### src/rtl/call_stack_if.sv
// Bundle between the control unit and the return-address stack.
// With CALL_STACK_WATERMARK_EN defined, the bundle also carries the high-water mark.
interface call_stack_if #(
    parameter int PC_WIDTH    = 8,
    parameter int FLAGS_WIDTH = 4,
    parameter int SP_WIDTH    = 3
);
    logic                   push;
    logic                   pop;
    logic                   clear;
    logic [PC_WIDTH-1:0]    pc;
    logic [FLAGS_WIDTH-1:0] flags;
    logic [PC_WIDTH-1:0]    top_pc;
    logic [FLAGS_WIDTH-1:0] top_flags;
    logic [SP_WIDTH-1:0]    sp;
    logic                   empty;
    logic                   full;
    logic                   overflow;
    logic                   underflow;
    logic                   fault;
`ifdef CALL_STACK_WATERMARK_EN
    logic [SP_WIDTH-1:0]    max_depth;
`endif

    modport master (
        output push, pop, clear, pc, flags,
        input  top_pc, top_flags, sp, empty, full, overflow, underflow,
`ifdef CALL_STACK_WATERMARK_EN
        input  fault, max_depth
`else
        input  fault
`endif
    );

    modport slave (
        input  push, pop, clear, pc, flags,
        output top_pc, top_flags, sp, empty, full, overflow, underflow,
`ifdef CALL_STACK_WATERMARK_EN
        output fault, max_depth
`else
        output fault
`endif
    );
endinterface

### src/rtl/call_stack.sv
// Register-based return-address stack of {PC, flags} with sticky overflow/underflow fault.
// Optional high-water mark output enabled by defining CALL_STACK_WATERMARK_EN.
module call_stack #(
    parameter int PC_WIDTH    = 8,
    parameter int FLAGS_WIDTH = 4,
    parameter int DEPTH       = 5,
    parameter int SP_WIDTH    = 3
) (
    input logic         clk,
    input logic         rst_n,
    call_stack_if.slave bus
);
    localparam int ENTRY_WIDTH = PC_WIDTH + FLAGS_WIDTH;
    localparam logic [SP_WIDTH-1:0] SP_DEPTH = SP_WIDTH'(DEPTH);
    localparam logic [SP_WIDTH-1:0] SP_ONE   = SP_WIDTH'(1);

    typedef enum logic {RUN, FAULT} state_t;

    state_t                 state, state_next;
    logic [SP_WIDTH-1:0]    sp, sp_next;
    logic                   overflow, overflow_next;
    logic                   underflow, underflow_next;
    logic                   wr_en;
    logic [SP_WIDTH-1:0]    wr_idx;
    logic [SP_WIDTH-1:0]    top_idx;
    logic [ENTRY_WIDTH-1:0] top_entry;
    logic [ENTRY_WIDTH-1:0] entries [DEPTH];

    logic empty, full;
    assign empty   = (sp == '0);
    assign full    = (sp == SP_DEPTH);
    assign top_idx = sp - SP_ONE;

    always_ff @(posedge clk or negedge rst_n) begin
        if (!rst_n) begin
            state     <= RUN;
            sp        <= '0;
            overflow  <= 1'b0;
            underflow <= 1'b0;
            for (int i = 0; i < DEPTH; i++) begin
                entries[i] <= '0;
            end
        end else begin
            state     <= state_next;
            sp        <= sp_next;
            overflow  <= overflow_next;
            underflow <= underflow_next;
            if (wr_en) begin
                entries[wr_idx] <= {bus.pc, bus.flags};
            end
        end
    end

    // Simultaneous push+pop replaces the top in place; on an empty stack it degrades to a push.
    always_comb begin
        state_next     = state;
        sp_next        = sp;
        overflow_next  = overflow;
        underflow_next = underflow;
        wr_en          = 1'b0;
        wr_idx         = sp;
        if (bus.clear) begin
            state_next     = RUN;
            sp_next        = '0;
            overflow_next  = 1'b0;
            underflow_next = 1'b0;
        end else if (state == RUN) begin
            if (bus.push && bus.pop) begin
                wr_en = 1'b1;
                if (empty) begin
                    sp_next = SP_ONE;
                end else begin
                    wr_idx = top_idx;
                end
            end else if (bus.push) begin
                if (full) begin
                    overflow_next = 1'b1;
                    state_next    = FAULT;
                end else begin
                    wr_en   = 1'b1;
                    sp_next = sp + SP_ONE;
                end
            end else if (bus.pop) begin
                if (empty) begin
                    underflow_next = 1'b1;
                    state_next     = FAULT;
                end else begin
                    sp_next = sp - SP_ONE;
                end
            end
        end
    end

    // The index is only used when sp is non-zero, so it never runs off the array.
    assign top_entry     = empty ? '0 : entries[top_idx];
    assign bus.top_pc    = top_entry[ENTRY_WIDTH-1:FLAGS_WIDTH];
    assign bus.top_flags = top_entry[FLAGS_WIDTH-1:0];
    assign bus.sp        = sp;
    assign bus.empty     = empty;
    assign bus.full      = full;
    assign bus.overflow  = overflow;
    assign bus.underflow = underflow;
    assign bus.fault     = (state == FAULT);

`ifdef CALL_STACK_WATERMARK_EN
    logic [SP_WIDTH-1:0] max_depth;

    always_ff @(posedge clk or negedge rst_n) begin
        if (!rst_n) begin
            max_depth <= '0;
        end else if (bus.clear) begin
            max_depth <= '0;
        end else if (sp_next > max_depth) begin
            max_depth <= sp_next;
        end
    end

    assign bus.max_depth = max_depth;
`endif
endmodule

### src/flat_wrapper.sv
// flat-port wrapper written by rule: the top's interface ports become plain ports
module call_stack_flat 
#(
    parameter int PC_WIDTH    = 8,
    parameter int FLAGS_WIDTH = 4,
    parameter int DEPTH       = 5,
    parameter int SP_WIDTH    = 3
)
  (clk, rst_n, bus_push, bus_pop, bus_clear, bus_pc, bus_flags, bus_top_pc, bus_top_flags, bus_sp, bus_empty, bus_full, bus_overflow, bus_underflow, bus_fault);
  call_stack_if #(.PC_WIDTH(PC_WIDTH), .FLAGS_WIDTH(FLAGS_WIDTH), .SP_WIDTH(SP_WIDTH)) bus_i ();
  input logic clk;
  input logic rst_n;
  input wire logic [$bits(bus_i.push)-1:0] bus_push;
  input wire logic [$bits(bus_i.pop)-1:0] bus_pop;
  input wire logic [$bits(bus_i.clear)-1:0] bus_clear;
  input wire logic [$bits(bus_i.pc)-1:0] bus_pc;
  input wire logic [$bits(bus_i.flags)-1:0] bus_flags;
  output wire logic [$bits(bus_i.top_pc)-1:0] bus_top_pc;
  output wire logic [$bits(bus_i.top_flags)-1:0] bus_top_flags;
  output wire logic [$bits(bus_i.sp)-1:0] bus_sp;
  output wire logic [$bits(bus_i.empty)-1:0] bus_empty;
  output wire logic [$bits(bus_i.full)-1:0] bus_full;
  output wire logic [$bits(bus_i.overflow)-1:0] bus_overflow;
  output wire logic [$bits(bus_i.underflow)-1:0] bus_underflow;
  output wire logic [$bits(bus_i.fault)-1:0] bus_fault;
  assign bus_i.push = bus_push;
  assign bus_i.pop = bus_pop;
  assign bus_i.clear = bus_clear;
  assign bus_i.pc = bus_pc;
  assign bus_i.flags = bus_flags;
  assign bus_top_pc = bus_i.top_pc;
  assign bus_top_flags = bus_i.top_flags;
  assign bus_sp = bus_i.sp;
  assign bus_empty = bus_i.empty;
  assign bus_full = bus_i.full;
  assign bus_overflow = bus_i.overflow;
  assign bus_underflow = bus_i.underflow;
  assign bus_fault = bus_i.fault;
  call_stack #(.PC_WIDTH(PC_WIDTH), .FLAGS_WIDTH(FLAGS_WIDTH), .DEPTH(DEPTH), .SP_WIDTH(SP_WIDTH)) u_core (.clk(clk), .rst_n(rst_n), .bus(bus_i));
endmodule
### config.mk
export PLATFORM = sky130hd
export DESIGN_NAME = call_stack_flat
export DESIGN_NICKNAME = d
export VERILOG_FILES = /design/src/rtl/call_stack_if.sv /design/src/rtl/call_stack.sv /design/src/flat_wrapper.sv
export SDC_FILE = /design/constraint.sdc
export NUM_CORES = 1
export LEC_CHECK = 0
export CAP_MARGIN = 40
export CORE_ASPECT_RATIO = 1.75
export CORE_MARGIN = 2
export CORE_UTILIZATION = 45
export CTS_CLUSTER_SIZE = 25
export DETAILED_ROUTE_END_ITERATION = 10
export MAX_ROUTING_LAYER = met4
export PLACE_DENSITY = 0.73
export SYNTH_ARGS = -nofsm -noshare
export SYNTH_HDL_FRONTEND = slang
export SYNTH_SLANG_ARGS = --single-unit
### constraint.sdc
create_clock -name clk -period 3.15 [get_ports clk]
set_clock_uncertainty 0.05 [all_clocks]
set_input_delay 0.315 -clock clk [delete_from_list [all_inputs] [get_ports clk]]
set_output_delay 0.315 -clock clk [all_outputs]
set_load 0.05 [all_outputs]
; ---- Word-level counts from Yosys, hierarchy flattened
; Index checks and enable logic that the tools add are counted.
[classes]
add_sub_neg = 2
order_cmp = 3
eq_ne = 6
muxes = 41
n_bitwise = 2
reduce_logical = 11
[op_table]
columns = cell, n
row1 = $bwmux 60, 1
row2 = $mux 12, 4
row3 = $bmux 12 s3, 1
row4 = $demux 12 s3, 1
row5 = $mux 3, 11
row6 = $mux 1, 23
row7 = $ge 4x4->1 const B, 2
row8 = $not 3->4, 2
row9 = $reduce_and 4->1, 2
row10 = $reduce_bool 2->1, 4
row11 = $reduce_and 5->1, 1
row12 = $lt 4x1->1 const B, 1
row13 = $ne 2x2->1 const B, 2
row14 = $ne 4x3->1 const B, 1
row15 = $reduce_bool 4->1, 1
row16 = $add 3x1->3 const B, 1
row17 = $eq 3x3->1 const B, 1
row18 = $logic_not 3->1, 1
row19 = $ne 3x2->1 const B, 1
row20 = $sub 3x1->3 const B, 1
row21 = $logic_and 1x1->1, 2
row22 = $ne 2x1->1 const B, 1
[totals]
reg_bits = 66
output_inout_bits = 20
wordCells = 74

; ---- Logic depth before layout (Yosys ltp)
[logic_depth]
word_depth = 11
depth_mapped = 11
ltp_nobuf = 7

; ---- Worst setup path before layout
; Ideal clock, no wire load.
[synth_path]
path_type = flip-flop to output port
startpoint = reg u_core.sp[0] (netlist: u_core.bus.sp[0])
endpoint = out bus_top_flags[2]
arrival_ns = 3.268
required_ns = 2.785
slack_ns = -0.483
path_stages_with_launch = 9
n_path_buf = 4
cell_sequence = dfrtp_1 clkbuf_1 buf_2 inv_1 ha_1 nor2b_1 clkbuf_1 buf_1 nor2_1
[synth_via]
elab_cells_between_ends = 7
cone_classes = add/sub (1) / mux (4) / bitwise (1) / reduce/logical (1)
[synth_lines]
columns = item, line_no
row1 = from (decl), call_stack.sv:20  ; logic [SP_WIDTH-1:0] sp, sp_next;
row2 = from (signal assigned), call_stack.sv:45  ; sp <= sp_next;
row3 = $logic_not 3->1, call_stack.sv:30  ; assign empty = (sp == '0);
row4 = net bus_empty, flat_wrapper.sv:21  ; output wire logic [$bits(bus_i.empty)-1:0] bus_empty;
row5 = $mux 12, call_stack.sv:95  ; assign top_entry = empty ? '0 : entries[top_idx];
row6 = to (decl), flat_wrapper.sv:19  ; output wire logic [$bits(bus_i.top_flags)-1:0] bus_top_flags;
; The timed path passes the listed nets, and every way through them passes these cells. The select of a mux whose other input is x is not followed.

; ---- Final worst setup path
[layout_path]
startpoint = reg u_core.sp[1] (netlist: u_core.bus.sp[1])
endpoint = reg u_core.entries[8] in the netlist's numbering
[layout_via]
elab_chain_len = 11
elab_cells_between_ends = 19
cone_classes = add/sub (1) / order compare (2) / eq/ne (1) / mux (12) / bitwise (1) / reduce/logical (2)
[layout_rtl]
columns = item, line_no
row1 = $sub 3x1->3 or $logic_not 3->1 (tied branches), "call_stack.sv:32, call_stack.sv:30"
row2 = $mux 3, call_stack.sv:70  ; if (empty) begin
row3 = $mux 3, call_stack.sv:68  ; if (bus.push && bus.pop) begin
row4 = $mux 3, call_stack.sv:67  ; end else if (state == RUN) begin
row5 = $mux 3, call_stack.sv:62  ; if (bus.clear) begin
row6 = $not 3->4 (implied by the code), call_stack.sv:49  ; entries[wr_idx] <= {bus.pc, bus.flags};
row7 = $ge 4x4->1 (implied by the code) or $lt 4x1->1 (tied branches), call_stack.sv:49
row8 = $logic_and 1x1->1 (implied by the code), call_stack.sv:49
row9 = $mux 12 (implied by the code), call_stack.sv:49
row10 = $demux 12 s3, call_stack.sv:49
row11 = $bwmux 60, call_stack.sv:49
row12 = "to (signal, indexed assignment)", call_stack.sv:49
row13 = to (decl), call_stack.sv:27  ; logic [ENTRY_WIDTH-1:0] entries [DEPTH];
; Several ways; a longest one is shown, not always the timed one.
; A chain may end at the register's enable or synchronous reset.

==> impl_metrics.yaml <==
status:
  status: "finished clean"
clock_tree:
  numClockSinks: 66
  numCtsBuffers: 9
  cts.path.max_buffers: 2
  cts.root.buffer_cell: "sky130_fd_sc_hd__clkbuf_16"
  tritoncts: "yes"
  clkLatencyLatePin_ns: 0.33
  htreeDepth: 3
  cts.clk_slew.worst_paths_ns: 0.06
  post_cts_buffers: 0
die:
  pin_count: 37
  die_x_extent_microns: 69.7
  die_area_sq_um: 8300
  core-area_sq_um: 7460
  start_util_pct: 45.6
  floorplan.die.height_microns: 119
  floorplan.rows: 42
worst_setup_path:
  worst_ep_arrival_time_ns: 2.91
  timing.critical_path.to_type: "flip-flop"
  data_required_time_of_the_worst_path_ns: 3.31
  timing_worst_setup_path_type: "flip-flop to flip-flop"
  critical-path-top-delay-family: "simple AND/OR/NAND/NOR gates"
  crit_fanout: 18
  reg2reg_slack_ns: 0.40
  critical_path_buf_inv_count: 3
  path_cells: "inv_1 > ha_1 > buf_4 > nand2_1 > nor3_1 > a32oi_1 > nor2_1 > buf_4 > mux2_2"
  critical_path.max_stage_delay_ns: 0.45
  cpMaxStageDelayCell: "sky130_fd_sc_hd__dfrtp_1"
  worst_path_most_repeated_cell: "sky130_fd_sc_hd__buf_4"
  worst_setup_path_start_kind: "flip-flop"
yosys:
  post_synthesis_average_cell_area_sq_um: 13.5
  yosysSeqAreaShare_pct: 48.5
  synth-main-ff-cell: "sky130_fd_sc_hd__dfrtp_1"
  synthMostInstantiatedCell: "sky130_fd_sc_hd__dfrtp_1"
  synthCells: 252
  ys_warn_count: 0
  synth.top_cells.by_area: "sky130_fd_sc_hd__dfrtp_1 (49%), sky130_fd_sc_hd__mux2_2 (11%), sky130_fd_sc_hd__mux2_4 (8.8%)"
  synthArstFlopShare_pct: 100
  post_synth_instance_area_sq_um: 3400
  register_bit_total_from_synthesis: 66
  synth_top_cells_by_count: "sky130_fd_sc_hd__dfrtp_1 (66), sky130_fd_sc_hd__mux2_2 (33), sky130_fd_sc_hd__nor2_1 (23), sky130_fd_sc_hd__mux2_4 (20)"
  synth-edff-count: 0
  synth_top_cell_area_share_pct: 48.5
  synth_largest_area_cell: "sky130_fd_sc_hd__dfrtp_1"
  yosysUniqueCellTypes: 42
  mappedNetlistNets: 273
place:
  dp_worst_setup_slack_ns: 0.460
  place_congestion: 0.848
  hpwl_microns: 4930
  placement.io_buffers: 36
  dpl.cell_count: 377
sta:
  max_frequency_mhz: 364
  hold-worst-slack_ns: 0.418
  slew_headroom_pct: 66.9
  hold_violations: 0
  final-max-slew-violation-count: 0
  period_minus_slack_ns: 2.75
  max_slew.worst_pin.slew_ns: 0.494
  layout_worst_path_cycle_share_pct: 87.3
  worst_slack_ns: 0.399
  setup_viol: 0
  totalNegativeSetupSlack_ns: 0
  rsz0062_at_grt: "false"
routing:
  drtAntennaViolNets: 0
  remaining_drc_errors: 0
  routed_via_density: 5.64
  routed_wirelength_microns: 7160
  drt-wirelength-per-cell_microns: 18.2
  initialDrtViolationCount: 99
  via_count: 2222
  first_pass_iters: 4
power_and_ir_drop:
  seq_power_share_pct: 38.2
  static-leakage-power_nw: 1.82
  p_per_area_nw_per_um2: 858
  combinationalPowerShare_pct: 34.9
  p_int_mw: 2.51
  switching_share_pct: 31.4
  vdd_ir_drop_max_v: 0.000408
  power_mw: 3.66
  power_switching_mw: 1.15
  power.clock.fraction_pct: 26.9
grt:
  grt_usage_pct: 19.2
  grt_antenna_before_repair: 0
  grt_pass1_vias: 2342
  pin_count_of_the_biggest_net_entering_global_routing: 35
  first_pass_grt_wire_length_microns: 11900
  grt.overflow.total: 0
worst_hold_path:
  hold_path.class: "input port to asynchronous set/reset pin"
layout:
  layout.cells.non_filler: 394
  sequential_cell_area_sq_um: 1650
  area_delta_synth_final_pct: 25.4
  post_route_cells_drive_above_1_share_pct: 42.2
  n_antenna_cell: 0
  final.fill_count: 616
  nets: 322
  multiInputGateArea_sq_um: 1680
run:
  max_cap_violation_count: 0
power by group through the flow:
stage	combinational [mW]	clock (mW)	sequential [mW]
3_5_place_dp	1.28	0	1.41
3_3_place_gp	1.26	0	1.38
2_1_floorplan	0.981	0	1.37
5_1_grt	1.37	1.04	1.44
6_report	1.28	0.986	1.40
4_1_cts	1.29	1.00	1.40
sequential cells by signal (all words and copies together), names as in the netlist:
name,flops
u_core.bus.fault,1
u_core.bus.sp,3
u_core.entries,60
u_core.bus.underflow,1
u_core.bus.overflow,1
worst reg2reg max path: stages, from the launching register on:
cell and delay, ns:
sky130_fd_sc_hd__dfrtp_1 0.45, sky130_fd_sc_hd__inv_1 0.11, sky130_fd_sc_hd__ha_1 0.30, sky130_fd_sc_hd__buf_4 0.27, sky130_fd_sc_hd__nand2_1 0.13, sky130_fd_sc_hd__nor3_1 0.21, sky130_fd_sc_hd__a32oi_1 0.11, sky130_fd_sc_hd__nor2_1 0.35
sky130_fd_sc_hd__buf_4 0.29, sky130_fd_sc_hd__mux2_2 0.36
layout by cell type, fill, tap and decap left out, types with 3 or more instances in the layout:
cell type	n
sky130_fd_sc_hd__clkbuf_8	5
sky130_fd_sc_hd__clkdlybuf4s50_1	22
sky130_fd_sc_hd__nor2b_1	3
sky130_fd_sc_hd__a22oi_1	12
sky130_fd_sc_hd__nand2b_1	4
sky130_fd_sc_hd__nor2_4	9
sky130_fd_sc_hd__nor3_1	3
sky130_fd_sc_hd__o21ai_0	8
sky130_fd_sc_hd__mux4_2	12
sky130_fd_sc_hd__nor2_1	13
sky130_fd_sc_hd__nand2_1	7
sky130_fd_sc_hd__buf_4	28
sky130_fd_sc_hd__dfrtp_1	65
sky130_fd_sc_hd__inv_1	5
sky130_fd_sc_hd__clkbuf_16	9
sky130_fd_sc_hd__mux2_1	7
sky130_fd_sc_hd__buf_12	3
sky130_fd_sc_hd__ha_1	4
sky130_fd_sc_hd__mux2_4	20
sky130_fd_sc_hd__mux2_2	33
sky130_fd_sc_hd__a21oi_1	4
cell type report:
type	count	area share, %
Multi-Input combinational cell	164	39.3
Clock inverter	1	0.117
Sequential cell	66	38.7
Tap cell	88	2.58
Timing Repair Buffer	55	11.8
Inverter	5	0.440
Clock buffer	15	6.98
per-stage QoR:
step           cell area, sq um  util [%]
2_1_floorplan              3490         -
3_3_place_gp               3960      53.0
3_5_place_dp               3960      53.0
4_1_cts                    4270      57.2
5_1_grt                    4270      57.2
6_report                   4270      57.2
layer usage:
metal | global-route usage (%) | up-vias | wire length, microns
met5 | - | - | 0
met1 | 21.6 | 1160 | 2910
li1 | - | 1017 | -
met2 | 32.8 | 34 | 3910
met3 | 4.23 | 11 | 209
met4 | 8.41 | 0 | 128
cell families after synthesis:
kind of cell               synth area share, %
DFF                                       48.5
AOI/OAI and AO/OA                         8.16
buffers and inverters                     4.30
xor gates and xnor gates                 0.257
muxes                                     30.0
adders and majority gates                 1.47
and+or+nand+nor                           7.28
final timing paths:
path / startpoint / endpoint / cells past startpoint
max in group asynchronous: rst_n / u_core.entries[19] / 3
hold reg to reg: u_core.entries[56] / u_core.entries[56] / 1
setup reg to reg: u_core.bus.sp[1] / u_core.entries[8] / 9
min in group clk: u_core.entries[56] / u_core.entries[56] / 1
hold / removal: rst_n / u_core.entries[15] / 2
setup / recovery: u_core.bus.sp[1] / u_core.entries[8] / 9
repair_timing:
action / 4_1_cts / 5_1_grt
hold endpoints to repair: 20 / 0
hold buffers: 1 / 0
gates resized for setup: 0 / 0
Power figures use the tool's default switching activity.
